## src/rtl/opb_emu_initiator.sv

```systemverilog
// OPB emulation initiator: serialises one OPB-style read/write request into a
// byte message on the TX FIFO, then parses the matching response from the RX
// FIFO and returns read data or a write acknowledge. A timeout counted in
// PULSE_2KHZ ticks aborts a transaction whose far end stays silent.
module opb_emu_initiator #(
  parameter int unsigned TIMEOUT_PULSES = 4
) (
  input  logic        SYS_CLK,
  input  logic        SYS_RST_N,
  input  logic        PULSE_2KHZ,
  input  logic [31:0] REQ_ADDR,
  input  logic [31:0] REQ_WDATA,
  input  logic        REQ_RE,
  input  logic        REQ_WE,
  output logic        BUSY,
  output logic [31:0] RSP_RDATA,
  output logic        RSP_VALID,
  output logic        TX_FIFO_WR,
  output logic [7:0]  TX_FIFO_DATA,
  input  logic        TX_FIFO_FULL,
  output logic        RX_FIFO_RD,
  input  logic [7:0]  RX_FIFO_DATA,
  input  logic        RX_FIFO_EMPTY,
  output logic        error_flag
);

  localparam logic [7:0] CMD_RD   = 8'h52;
  localparam logic [7:0] CMD_WR   = 8'h57;
  localparam logic [7:0] TMO_LAST = 8'(TIMEOUT_PULSES - 1);

  typedef enum logic [1:0] {
    ST_IDLE,
    ST_SEND,
    ST_RECV,
    ST_DONE
  } state_t;

  state_t      state_q, state_d;
  logic [3:0]  cnt_q, cnt_d;
  logic [7:0]  tmo_q, tmo_d;
  logic [31:0] addr_q, addr_d;
  logic [31:0] wdata_q, wdata_d;
  logic [31:0] rdata_q, rdata_d;
  logic        is_wr_q, is_wr_d;
  logic        rd_pend_q, rd_pend_d;
  logic        err_q, err_d;

  logic [7:0]  cmd;
  logic [3:0]  tx_last;
  logic [7:0]  tx_byte;

  assign cmd     = is_wr_q ? CMD_WR : CMD_RD;
  assign tx_last = is_wr_q ? 4'd8 : 4'd4;

  // Select the request byte addressed by the byte counter.
  always_comb begin
    case (cnt_q)
      4'd0:    tx_byte = cmd;
      4'd1:    tx_byte = addr_q[31:24];
      4'd2:    tx_byte = addr_q[23:16];
      4'd3:    tx_byte = addr_q[15:8];
      4'd4:    tx_byte = addr_q[7:0];
      4'd5:    tx_byte = wdata_q[31:24];
      4'd6:    tx_byte = wdata_q[23:16];
      4'd7:    tx_byte = wdata_q[15:8];
      4'd8:    tx_byte = wdata_q[7:0];
      default: tx_byte = '0;
    endcase
  end

  // Next-state, datapath updates and FIFO/requester outputs.
  always_comb begin
    state_d      = state_q;
    cnt_d        = cnt_q;
    tmo_d        = tmo_q;
    addr_d       = addr_q;
    wdata_d      = wdata_q;
    rdata_d      = rdata_q;
    is_wr_d      = is_wr_q;
    err_d        = err_q;
    BUSY         = 1'b0;
    RSP_VALID    = 1'b0;
    TX_FIFO_WR   = 1'b0;
    TX_FIFO_DATA = '0;
    RX_FIFO_RD   = 1'b0;

    case (state_q)
      ST_IDLE, ST_DONE: begin
        RSP_VALID = (state_q == ST_DONE);
        state_d   = ST_IDLE;
        if (REQ_RE ^ REQ_WE) begin
          addr_d  = REQ_ADDR;
          wdata_d = REQ_WDATA;
          is_wr_d = REQ_WE;
          err_d   = 1'b0;
          cnt_d   = '0;
          tmo_d   = '0;
          state_d = ST_SEND;
        end else begin
          if (REQ_RE && REQ_WE) err_d = 1'b1;
          // Unsolicited bytes are drained only while truly idle.
          if (state_q == ST_IDLE && !RX_FIFO_EMPTY && !rd_pend_q) RX_FIFO_RD = 1'b1;
        end
      end

      ST_SEND: begin
        BUSY         = 1'b1;
        TX_FIFO_DATA = tx_byte;
        if (!TX_FIFO_FULL) begin
          TX_FIFO_WR = 1'b1;
          if (cnt_q == tx_last) begin
            cnt_d   = '0;
            state_d = ST_RECV;
          end else begin
            cnt_d = cnt_q + 4'd1;
          end
        end
      end

      ST_RECV: begin
        BUSY = 1'b1;
        if (rd_pend_q) begin
          tmo_d = '0;
          if (cnt_q == 4'd0) begin
            if (RX_FIFO_DATA != cmd) begin
              err_d   = 1'b1;
              state_d = ST_IDLE;
            end else if (is_wr_q) begin
              state_d = ST_DONE;
            end else begin
              cnt_d = 4'd1;
            end
          end else begin
            rdata_d = {rdata_q[23:0], RX_FIFO_DATA};
            if (cnt_q == 4'd4) state_d = ST_DONE;
            else               cnt_d   = cnt_q + 4'd1;
          end
        end else begin
          // The read strobe is withheld in the timeout cycle, so an abort
          // never leaves an RX read outstanding.
          if (PULSE_2KHZ) begin
            if (tmo_q == TMO_LAST) begin
              err_d   = 1'b1;
              state_d = ST_IDLE;
            end else begin
              tmo_d = tmo_q + 8'd1;
            end
          end
          if (state_d == ST_RECV && !RX_FIFO_EMPTY) RX_FIFO_RD = 1'b1;
        end
      end

      default: state_d = ST_IDLE;
    endcase

    // A byte read outside RECV is a stray byte: discard it and flag it.
    if (rd_pend_q && state_q != ST_RECV) err_d = 1'b1;

    rd_pend_d = RX_FIFO_RD;
  end

  // State and datapath registers.
  always_ff @(posedge SYS_CLK or negedge SYS_RST_N) begin
    if (!SYS_RST_N) begin
      state_q   <= ST_IDLE;
      cnt_q     <= '0;
      tmo_q     <= '0;
      addr_q    <= '0;
      wdata_q   <= '0;
      rdata_q   <= '0;
      is_wr_q   <= 1'b0;
      rd_pend_q <= 1'b0;
      err_q     <= 1'b0;
    end else begin
      state_q   <= state_d;
      cnt_q     <= cnt_d;
      tmo_q     <= tmo_d;
      addr_q    <= addr_d;
      wdata_q   <= wdata_d;
      rdata_q   <= rdata_d;
      is_wr_q   <= is_wr_d;
      rd_pend_q <= rd_pend_d;
      err_q     <= err_d;
    end
  end

  assign RSP_RDATA  = rdata_q;
  assign error_flag = err_q;

endmodule

```

## config.mk

```make
export PLATFORM = sky130hd
export DESIGN_NAME = opb_emu_initiator
export DESIGN_NICKNAME = d
export VERILOG_FILES = /design/src/rtl/opb_emu_initiator.sv
export SDC_FILE = /design/constraint.sdc
export NUM_CORES = 1
export LEC_CHECK = 0
export ABC_AREA = 1
export CAP_MARGIN = 30
export CORE_ASPECT_RATIO = 1.4
export CORE_MARGIN = 2
export CORE_UTILIZATION = 35
export DETAILED_ROUTE_END_ITERATION = 12
export SKIP_CTS_REPAIR_TIMING = 1
export SYNTH_ARGS = -nofsm -noshare
export SYNTH_HDL_FRONTEND = slang
export SYNTH_SLANG_ARGS = --single-unit
```

## constraint.sdc

```tcl
create_clock -name SYS_CLK -period 4.7 [get_ports SYS_CLK]
set_input_delay 0.705 -clock SYS_CLK [delete_from_list [all_inputs] [get_ports SYS_CLK]]
set_output_delay 0.705 -clock SYS_CLK [all_outputs]
set_load 0.005 [all_outputs]
```

**After elaboration in Yosys (flattened, before gate mapping)**

Cells that the tools add are included.

- Bits in registers: 113
- Output and inout bits: 45
- Input bits: 79

- Bitwise operators: 2
- Reductions and logical operators: 19
- Multiplexer cells: 49
- Add/subtract/negate cells: 2
- Equality and inequality tests: 32

Operators with widths:

| operator | count |
|---|---|
| 8-bit case mux with 9 select lines | 1 |
| 8-bit two-way mux | 5 |
| 4-bit two-way mux | 9 |
| 4-bit != test, second input constant | 6 |
| 2-bit two-way mux | 11 |
| 1-bit two-way mux | 17 |
| 4-bit by 3-bit equality test with 1-bit output, second input constant | 4 |
| 8-bit case mux with 2 select lines | 1 |
| 3-bit != test, second input constant | 5 |
| 4-bit case mux with 3 select lines | 1 |
| 6-bit AND reduction | 2 |
| 2-bit != test, second input constant | 5 |
| 8-bit by 1-bit adder with 8-bit output, second input constant | 1 |
| 4-bit by 2-bit equality test with 1-bit output, second input constant | 2 |
| 8-bit by 2-bit equality test with 1-bit output, second input constant | 1 |
| 8-bit by 7-bit != test with 1-bit output | 1 |
| 4-bit AND reduction | 2 |
| 2-bit equality test, second input constant | 3 |
| 2-bit case mux with 3 select lines | 1 |
| 1-bit logical AND | 5 |
| 5-bit != test, second input constant | 1 |
| 4-bit by 1-bit adder with 4-bit output, second input constant | 1 |
| 4-bit by 1-bit equality test with 1-bit output, second input constant | 1 |
| 4-bit equality test | 1 |
| other kinds (14) | 17 |

**Logic depth before layout (Yosys ltp)**

Gate-level depths: netlist of run 1.

- Depth in word-level cells: 10
- Mapped depth: 12
- Depth with buffers taken out: 11

**Worst setup path after synthesis of run 1**

OpenSTA, ideal clock, no wires.

- Kind: input-to-output
- From: in REQ_RE
- To: out RX_FIFO_RD
- Arrival: 1.486 ns
- Stages on the path: 6
- Setup slack: 2.509 ns
- Cell sequence: inv_1 -> ha_1 -> nor2_1 -> and3_1 -> o21ai_0 -> nor2_1

- Word-level cells in the longest chain between the ends: 3

Ends and longest elaborated chain:

| element | RTL line | source |
|---|---|---|
| from (decl) | 13 | `input logic REQ_RE,` |
| 1-bit XOR | 91 | `if (REQ_RE ^ REQ_WE) begin` |
| 1-bit two-way mux | 91 |  |
| 1-bit case mux with 2 select lines | 87 | `case (state_q)` |
| to (decl) | 21 | `output logic RX_FIFO_RD,` |

Every way passes these cells.

**Worst setup path in the final report of run 1**

- From: reg cnt_q[3]
- To: out TX_FIFO_DATA[1]

- Word-level cells in the longest chain between the ends: 3
- Elaborated cells between the ends (all ways): 11

Ends and longest elaborated chain:

| element | RTL line | source |
|---|---|---|
| from (decl) | 39 | `logic [3:0] cnt_q, cnt_d;` |
| from (signal assigned) | 176 | `cnt_q <= cnt_d;` |
| 4-bit equality test (tied with other cells) | 57 | `case (cnt_q)` |
| 8-bit case mux with 9 select lines (*) | 57 |  |
| 8-bit two-way mux (*) | 87 |  |
| to (decl) | 19 | `output logic [7:0] TX_FIFO_DATA,` |

Every way passes the cells marked *; elsewhere a longest branch is shown, timed or not.

==> flow_summary.yaml, run 1 <==
cts:
  tritoncts: "yes"
  cts.sinks: 113
  clock_path_buffers: 2
  cts_buffers: 17
  clkTransAtPathRegs_ns: 0.06
  htreeDepth: 4
  clk_latency_ns: 0.41
  cts_root_buf: "clkbuf_16"
setup_path:
  crit_chain: "inv_4, nand2_1, nor2_1, nand2_1, nand4_1, nor2_1, a21oi_1, clkdlybuf4s50_1"
  crit_arrival_ns: 2.84
  cp-end-kind: "output port"
  cp_slowest_stage_delay_ns: 0.56
  crit_type: "reg -> out"
  critPathRequiredTime_ns: 3.99
  start_kind: "flip-flop"
  cpMaxStageDelayCell: "nor2_1"
  path_max_fanout: 8
detailed_routing:
  ant_nets: 0
  met1_length_microns: 6385
  via_per_inst: 4.684
  wl_per_cell_microns: 13.97
  highest_layer: "met4"
  vias: 4913
  drtIter0Drc: 296
  route.met2.wl_microns: 7506
  wirelength_microns: 14650
  route.met3.wl_microns: 566
  first_pass_iters: 5
  drc: 0
floorplanning:
  initial_utilization: 0.3576
  core_area_sq_um: 15540
  die_h_microns: 153.1
  dieArea_sq_um: 16910
  io_pins: 124
  die_w_microns: 110.5
  row_count: 54
pwr:
  power_mw: 3.685
  swShare: 0.3425
  power_frac_comb: 0.264
  peakVddDrop_uv: 228.3
  p_clk_frac: 0.332
  p_sw_mw: 1.262
  seqPwrFrac: 0.404
  intPower_mw: 2.423
  power.density_nw_per_um2: 491.7
  leakagePower_nw: 3.690
logic_synthesis:
  ys.flop_type: "dfrtp_1"
  ys_ff_latch: 113
  ys_types: 39
  synthCells: 720
  postSynth.asyncResetShare: 1.000
  ys_seq_area_frac: 0.5089
  yosysWarningCount: 0
  syn_nets: 810
  synth_area_sq_um: 5557
  syn_avg_cell_area_sq_um: 7.717
  synth_edf_count: 0
sta:
  tns_ns: 0
  fin_hold_ws_ns: 0.1940
  max_freq_ghz: 0.2822
  fin_crit_ns: 3.544
  rsz0062_at_grt: "false"
  slew_violations: 0
  hold_violations: 0
  period_share: 0.7539
  fin_skew_ns: 0.007050
  setup_viol: 0
  worst_pin_slew_ns: 0.7240
  slew_headroom: 0.5156
cells_and_area:
  syn_to_final_growth_pct: 34.88
  fin_nets: 930
  layout-drive-gt1-share: 0.06917
  antenna_cells: 0
global_route:
  grt_antenna_before_repair: 0
  grt.total_usage: 0.1792
  gr-total-overflow: 0
  grt_pass1_vias: 4879
  grt_pass1_wl_microns: 24410
  grt_max_degree: 54
placed_design:
  gp_congestion: 0.7906
  dp_hpwl_microns: 10580
  io_buffers: 123
min_path:
  hp-class: "in -> async"
job:
  maxCapViolations: 0
outcome:
  status: "finished, final reports clean"
==> synthesized netlist by cell type, types with 3 or more instances <==
| cell type | count | share of area |
|---|---|---|
| clkbuf_1 | 10 | 0.0068 |
| nand2_1 | 378 | 0.26 |
| inv_1 | 37 | 0.025 |
| dfrtp_1 | 113 | 0.51 |
| buf_6 | 3 | 0.0061 |
| buf_2 | 10 | 0.0090 |
| o21ai_0 | 25 | 0.023 |
| a21oi_1 | 9 | 0.0081 |
| o21a_1 | 3 | 0.0041 |
| nor3_1 | 4 | 0.0036 |
| nand3_1 | 32 | 0.029 |
| xor2_1 | 4 | 0.0063 |
| nor2_1 | 27 | 0.018 |
| o21ai_1 | 4 | 0.0036 |
| buf_4 | 3 | 0.0041 |
| ha_1 | 11 | 0.025 |
| nand4_1 | 12 | 0.014 |
| inv_2 | 6 | 0.0041 |
| nand2_2 | 4 | 0.0045 |
==> power by group through the flow <==
stage	clock network (mW)	logic (mW)	registers [mW]
6_report	1.22	0.973	1.49
5_1_grt	1.30	1.11	1.53
4_1_cts	1.25	0.991	1.49
3_5_place_dp	0	0.982	1.50
3_3_place_gp	0	0.963	1.49
2_1_floorplan	0	0.639	1.44
==> through the flow <==
stage	setup WS [ns]	std cells	area, sq um	util
6_report	1.157	1049	7495	0.4823
5_1_grt	0.9932	1049	7495	0.4823
4_1_cts	1.090	1049	7495	0.4823
3_5_place_dp	1.316	1017	6932	0.4461
3_3_place_gp	1.327	1016	6912	0.4448
2_1_floorplan	2.509	720	5557	-
==> worst max-delay path: cells and delay by family, from the launching register on <==
family,cells,cell delay [ns]
AND/OR/NAND/NOR,5,1.00
buffers and inverters,2,0.70
flip-flops,1,0.54
AO/OA/AOI/OAI,1,0.19
==> layer usage <==
metal  vias up  global-route usage
met5         -                   0
met1      2277              0.2201
met2       127              0.3190
met4         0             0.05476
li1       2496                   -
met3        13             0.03331
==> cells in the final DEF, fill, tap and decap left out, types with 5 or more instances in the layout <==
master           instances
nand2_1                377
clkdlybuf4s50_1        122
dfrtp_1                113
inv_1                   37
nand3_1                 32
nor2_1                  27
o21ai_0                 25
clkbuf_16               17
nand4_1                 12
ha_1                    11
a21oi_1                  9
inv_2                    6
nand2_2                  5
clkinvlp_4               5
==> path summary, 6_finish.rpt <==
kind | endpoint | slack [ns] | from | cells past startpoint
worst max-delay path | TX_FIFO_DATA[1] | 1.16 | cnt_q[3] | 8
worst min-delay path | RSP_RDATA[16] | 0.19 | SYS_RST_N | 1
worst max register to register | RSP_RDATA[1] | 2.15 | state_q[0] | 7
worst min register to register | RSP_RDATA[30] | 0.47 | RSP_RDATA[30] | 2
max in group asynchronous | addr_q[27] | 3.57 | SYS_RST_N | 2
min in group SYS_CLK | RSP_RDATA[30] | 0.47 | RSP_RDATA[30] | 2
==> final cells by class <==
type / count / area [sq um]
Fill cell: 1562 / 8045
Sequential cell: 113 / 2828
Multi-Input combinational cell: 537 / 2420
Timing Repair Buffer: 127 / 1271
Clock buffer: 18 / 429.2
Tap cell: 196 / 245.2
Inverter: 44 / 167.7
Clock inverter: 14 / 133.9
==> sequential cells by signal, indices dropped and copies added (netlist names) <==
signal	flops
error_flag	1
wdata_q	32
addr_q	32
is_wr_q	1
tmo_q	8
RSP_RDATA	32
rd_pend_q	1
state_q	2
cnt_q	4
==> kinds of logic (layout without fill, tap and decap cells) <==
| family | Yosys count | after routing | synth area share |
|---|---|---|---|
| DFF | 113 | 113 | 0.5089 |
| buffers and inverters | 70 | 203 | 0.05607 |
| xor gates and xnor gates | 5 | 5 | 0.007881 |
| adders and majority gates | 11 | 11 | 0.02477 |
| and+or+nand+nor | 470 | 470 | 0.3474 |
| AOI/OAI and AO/OA | 51 | 51 | 0.05495 |
Note: power is estimated with default switching activity, not from simulation.
==> run 2: changes to the inputs <==
==> constraint.sdc (replaced) <==
create_clock -name SYS_CLK -period 2.9 [get_ports SYS_CLK]
set_input_delay 0.435 -clock SYS_CLK [delete_from_list [all_inputs] [get_ports SYS_CLK]]
set_output_delay 0.435 -clock SYS_CLK [all_outputs]
set_load 0.005 [all_outputs]
==> flow_summary.yaml, run 2 (synthesized netlist as in run 1, its figures left out) <==
sta:
  slew_headroom: 0.6121
  max_freq_ghz: 0.3565
  setup_viol: 0
  fin_crit_ns: 2.805
  hold_violations: 0
  fin_skew_ns: 0.008182
  fin_hold_ws_ns: 0.4674
  slew_violations: 0
  setup_slack_ns: 0.09499
  period_share: 0.9672
  tns_ns: 0
  worst_pin_slew_ns: 0.5810
job:
  maxCapViolations: 0
cts:
  cts_root_buf: "clkbuf_16"
  clock_path_buffers: 2
  htreeDepth: 4
  clkTransAtPathRegs_ns: 0.06
  cts_buffers: 17
  cts.sinks: 113
  clk_latency_ns: 0.41
  tritoncts: "yes"
cells_and_area:
  layout-drive-gt1-share: 0.1150
  fin_nets: 955
  instances_no_fill: 1074
  final_cell_mix: "nand2_1 (375), clkdlybuf4s50_1 (117), dfrtp_1 (110), inv_1 (34), nand3_1 (30)"
  mostFrequentLayoutCell: "nand2_1"
  syn_to_final_growth_pct: 40.78
  antenna_cells: 0
  utilization: 0.5034
  final.fill_count: 1525
  stdcell_area_sq_um: 7823
pwr:
  peakVddDrop_uv: 369.3
  power_mw: 6.268
  leakagePower_nw: 3.948
  power.density_nw_per_um2: 801.2
global_route:
  gr-total-overflow: 0
  grt_max_degree: 70
  grt.total_usage: 0.1820
  grt_antenna_before_repair: 0
  grt_pass1_vias: 5059
  grt_pass1_wl_microns: 24650
min_path:
  hp-class: "reg -> reg"
  holdPathEnd: "RSP_RDATA[26]"
  min_from: "RSP_RDATA[26]"
  hold_depth: 2
placed_design:
  dp_worst_setup_slack_ns: 0.07804
  place_area_sq_um: 7049
  io_buffers: 123
  dp_hpwl_microns: 10800
  gp_congestion: 0.7852
  dp.cells: 1031
setup_path:
  cpMaxStageDelayCell: "clkdlybuf4s50_1"
  path_common_cell: "nand2_1"
  critical-path-top-delay-family: "buffers and inverters"
  crit_chain: "ha_1, nand2_1, nor2_1, buf_4, nand2_1, nand3_1, a211oi_1, a21oi_1, clkdlybuf4s50_1"
  r2r_end: "tmo_q[6]"
  worst-path-buf-inv: 2
  rr_worst_depth: 10
  rrSetupSlack_ns: 0.76
  crit_type: "reg -> out"
  start_kind: "flip-flop"
  crit_arrival_ns: 2.37
  critPathRequiredTime_ns: 2.47
  cp-end-kind: "output port"
  r2r_start: "state_q[0]"
  cp_slowest_stage_delay_ns: 0.47
  path_max_fanout: 8
floorplanning:
  row_count: 54
  die_h_microns: 153.1
  dieArea_sq_um: 16910
  initial_utilization: 0.3576
  io_pins: 124
  die_w_microns: 110.5
  core_area_sq_um: 15540
detailed_routing:
  first_pass_iters: 7
  ant_nets: 0
  drc: 0
  drtIter0Drc: 267
  wirelength_microns: 15000
  wl_per_cell_microns: 13.97
  vias: 5026
  via_per_inst: 4.680
outcome:
  status: "finished, final reports clean"
==> run 2: how the worst max path moves through the flow <==
stage,startpoint,to,slack [ns],cells after the start
finish,cnt_q[1],TX_FIFO_DATA[0],0.09,9
global route,tmo_q[1],RX_FIFO_RD,-0.008,10
CTS,cnt_q[0],TX_FIFO_DATA[4],-0.18,9
detailed placement,REQ_WE,RX_FIFO_RD,0.08,8
global placement,REQ_WE,RX_FIFO_RD,0.08,8
floorplan,state_q[0],RX_FIFO_RD,1.05,7
==> run 2: where the power goes <==
part           total [mW]  switching (mW)  internal, mW
Combinational        1.70           0.992         0.710
Clock                2.16           0.794          1.36
Sequential           2.41           0.315          2.09
==> run 2: tightest hold or removal path, cell delays in order (launching register included) <==
cell	delay [ns]
dfrtp_1	0.34
nand2_1	0.05
nand2_1	0.05
==> run 2: layer usage <==
| layer | GRT usage | vias to the layer above | wire length [microns] |
|---|---|---|---|
| met5 | 0 | - | 0 |
| met2 | 0.3330 | 128 | 7986 |
| met1 | 0.2121 | 2324 | 6274 |
| met4 | 0.05298 | 0 | 171 |
| li1 | - | 2555 | - |
| met3 | 0.04124 | 19 | 568 |
==> run 2: cell type report <==
| cell class | instances | area [sq um] | area share |
|---|---|---|---|
| clock inverters | 14 | 181.4 | 0.02319 |
| flip-flops and latches | 113 | 2831 | 0.3620 |
| well taps | 196 | 245.2 | 0.03135 |
| clock buffers | 18 | 429.2 | 0.05486 |
| repair buffers | 151 | 1479 | 0.1891 |
| multi-input cells | 538 | 2489 | 0.3181 |
| inverters | 44 | 167.7 | 0.02143 |
==> run 3: changes to the inputs <==
--- a/config.mk
+++ b/config.mk
@@ -11,7 +11,6 @@
 export CORE_MARGIN = 2
 export CORE_UTILIZATION = 35
 export DETAILED_ROUTE_END_ITERATION = 12
-export SKIP_CTS_REPAIR_TIMING = 1
 export SYNTH_ARGS = -nofsm -noshare
 export SYNTH_HDL_FRONTEND = slang
 export SYNTH_SLANG_ARGS = --single-unit
==> constraint.sdc (replaced) <==
create_clock -name SYS_CLK -period 2.4 [get_ports SYS_CLK]
set_input_delay 0.36 -clock SYS_CLK [delete_from_list [all_inputs] [get_ports SYS_CLK]]
set_output_delay 0.36 -clock SYS_CLK [all_outputs]
set_load 0.005 [all_outputs]
==> flow_summary.yaml, run 3 (synthesized netlist as in run 1, its figures left out) <==
outcome:
  status: "finished, final reports clean"
sta:
  setup_viol: 0
  rsz0062_at_grt: "true"
  tns_ns: 0
  fin_skew_ns: 0.01851
  worst_pin_slew_ns: 0.5796
  fin_crit_ns: 2.383
  hold_violations: 0
  slew_headroom: 0.6130
  fin_hold_ws_ns: 0.4680
  max_freq_ghz: 0.4196
  period_share: 0.9930
  slew_violations: 0
setup_path:
  start_kind: "flip-flop"
  cp_slowest_stage_delay_ns: 0.44
  crit_chain: "buf_6, inv_6, ha_4, inv_4, nor2_4, nand2_1, nand4_1, nor2_1, a21oi_1, buf_2"
  path_max_fanout: 8
  cpMaxStageDelayCell: "dfrtp_2"
  crit_arrival_ns: 2.02
  critPathRequiredTime_ns: 2.04
  cp-end-kind: "output port"
  crit_type: "reg -> out"
placed_design:
  dp_hpwl_microns: 11000
  io_buffers: 123
  gp_congestion: 0.7818
  place_area_sq_um: 7274
detailed_routing:
  drtIter0Drc: 279
  vias: 5114
  ant_nets: 0
  drc: 0
  wirelength_microns: 15400
  first_pass_iters: 4
  via_per_inst: 4.641
  wl_per_cell_microns: 13.97
cells_and_area:
  mostFrequentLayoutCell: "nand2_1"
  regArea_sq_um: 2831
  antenna_cells: 0
  syn_to_final_growth_pct: 48.35
  layout-drive-gt1-share: 0.1921
  multi_input_area_sq_um: 2636
  fin_nets: 983
  stdcell_area_sq_um: 8243
  final.fill_count: 1523
  final_cell_mix: "nand2_1 (359), clkdlybuf4s50_1 (113), dfrtp_1 (110), buf_4 (39), inv_1 (32)"
global_route:
  grt_max_degree: 62
  grt.total_usage: 0.1826
  gr-usage-met3: 0.03569
  grt.busiest_layer: "met2"
  use_met1: 0.2184
  grt_pass1_wl_microns: 24830
  grt_antenna_before_repair: 0
  use_met2: 0.3290
  gr-total-overflow: 0
  grt_pass1_vias: 5080
job:
  maxCapViolations: 0
cts:
  htreeDepth: 4
  clkTransAtPathRegs_ns: 0.06
  cts_root_buf: "clkbuf_16"
  tritoncts: "yes"
  cts_buffers: 17
  clock_path_buffers: 2
  cts.sinks: 113
  clk_latency_ns: 0.42
floorplanning:
  initial_utilization: 0.3576
  io_pins: 124
  core_area_sq_um: 15540
  row_count: 54
  die_h_microns: 153.1
  dieArea_sq_um: 16910
  die_w_microns: 110.5
pwr:
  power_mw: 7.771
  peakVddDrop_uv: 483.0
  leakagePower_nw: 4.070
  power.density_nw_per_um2: 942.8
min_path:
  hp-class: "in -> async"
[run 3: cell count changes in the layout (fill, tap and decap cells not counted), sizes merged]
cell / previous run / this run
inv: 47 / 48
nor2: 32 / 31
clkinvlp: 1 / 3
buf: 28 / 65
dlymetal6s2s: 5 / 0
clkinv: 7 / 5
clkdlybuf4s50: 117 / 113
[run 3: power breakdown]
group / internal, mW / leakage [nW] / total, mW / switching (mW)
Clock: 1.67 / 0.294 / 2.64 / 0.962
Sequential: 2.53 / 1.42 / 2.90 / 0.374
Combinational: 0.975 / 2.36 / 2.23 / 1.26
Total: 5.18 / 4.07 / 7.77 / 2.59
[run 3: repair_timing]
action | CTS | global route
buffers inserted | 13 | 1
setup endpoints to repair | 9 | 9
gates resized for setup | 84 | 34
cloned | 0 | 1
hold buffers | 1 | 0
endpoints found under the hold margin | 39 | 0
pin swaps | 27 | 19
[run 3: critical path, delay by kind of cell (launching register included)]
family / cells / cell delay, ns
AO/OA/AOI/OAI: 1 / 0.14
adder cells (fa/ha/maj): 1 / 0.13
buffers and inverters: 4 / 0.38
flip-flops: 1 / 0.44
AND/OR/NAND/NOR: 4 / 0.52
[run 3: metrics by stage]
step                      utilization  setup WS, ns  cells
after detailed placement       0.4681       -0.2687   1056
after CTS                      0.5242      -0.06231   1101
final                          0.5304       0.01680   1102
after global routing           0.5304      -0.07851   1102
after floorplan                     -        0.5855    720
after global placement         0.4681       -0.2724   1056
[run 3: final cells by class]
type / instances / area share
timing repair inverter: 1 / 0.0007590
tap: 196 / 0.02975
clock buffer: 18 / 0.05328
timing repair buffer: 179 / 0.2090
clock inverter: 14 / 0.02171
inverter: 44 / 0.02216
multi-input combinational: 537 / 0.3198
sequential: 113 / 0.3435
[run 3: final timing paths]
check / slack (ns) / endpoint / from / depth (start not counted)
worst max-delay path: 0.02 / TX_FIFO_DATA[4] / cnt_q[0] / 10
worst min-delay path: 0.47 / RSP_RDATA[31] / SYS_RST_N / 2
worst max register to register: 0.30 / tmo_q[0] / state_q[0] / 9
worst min register to register: 0.47 / RSP_RDATA[25] / RSP_RDATA[25] / 2
max in group asynchronous: 1.13 / wdata_q[17] / SYS_RST_N / 3
min in group SYS_CLK: 0.47 / RSP_RDATA[25] / RSP_RDATA[25] / 2
[run 3: per-layer routing]
metal / wire length, microns / share of wire
met1: 6577 / 0.43
met2: 8092 / 0.53
met3: 507 / 0.033
met4: 221 / 0.014
met5: 0 / 0
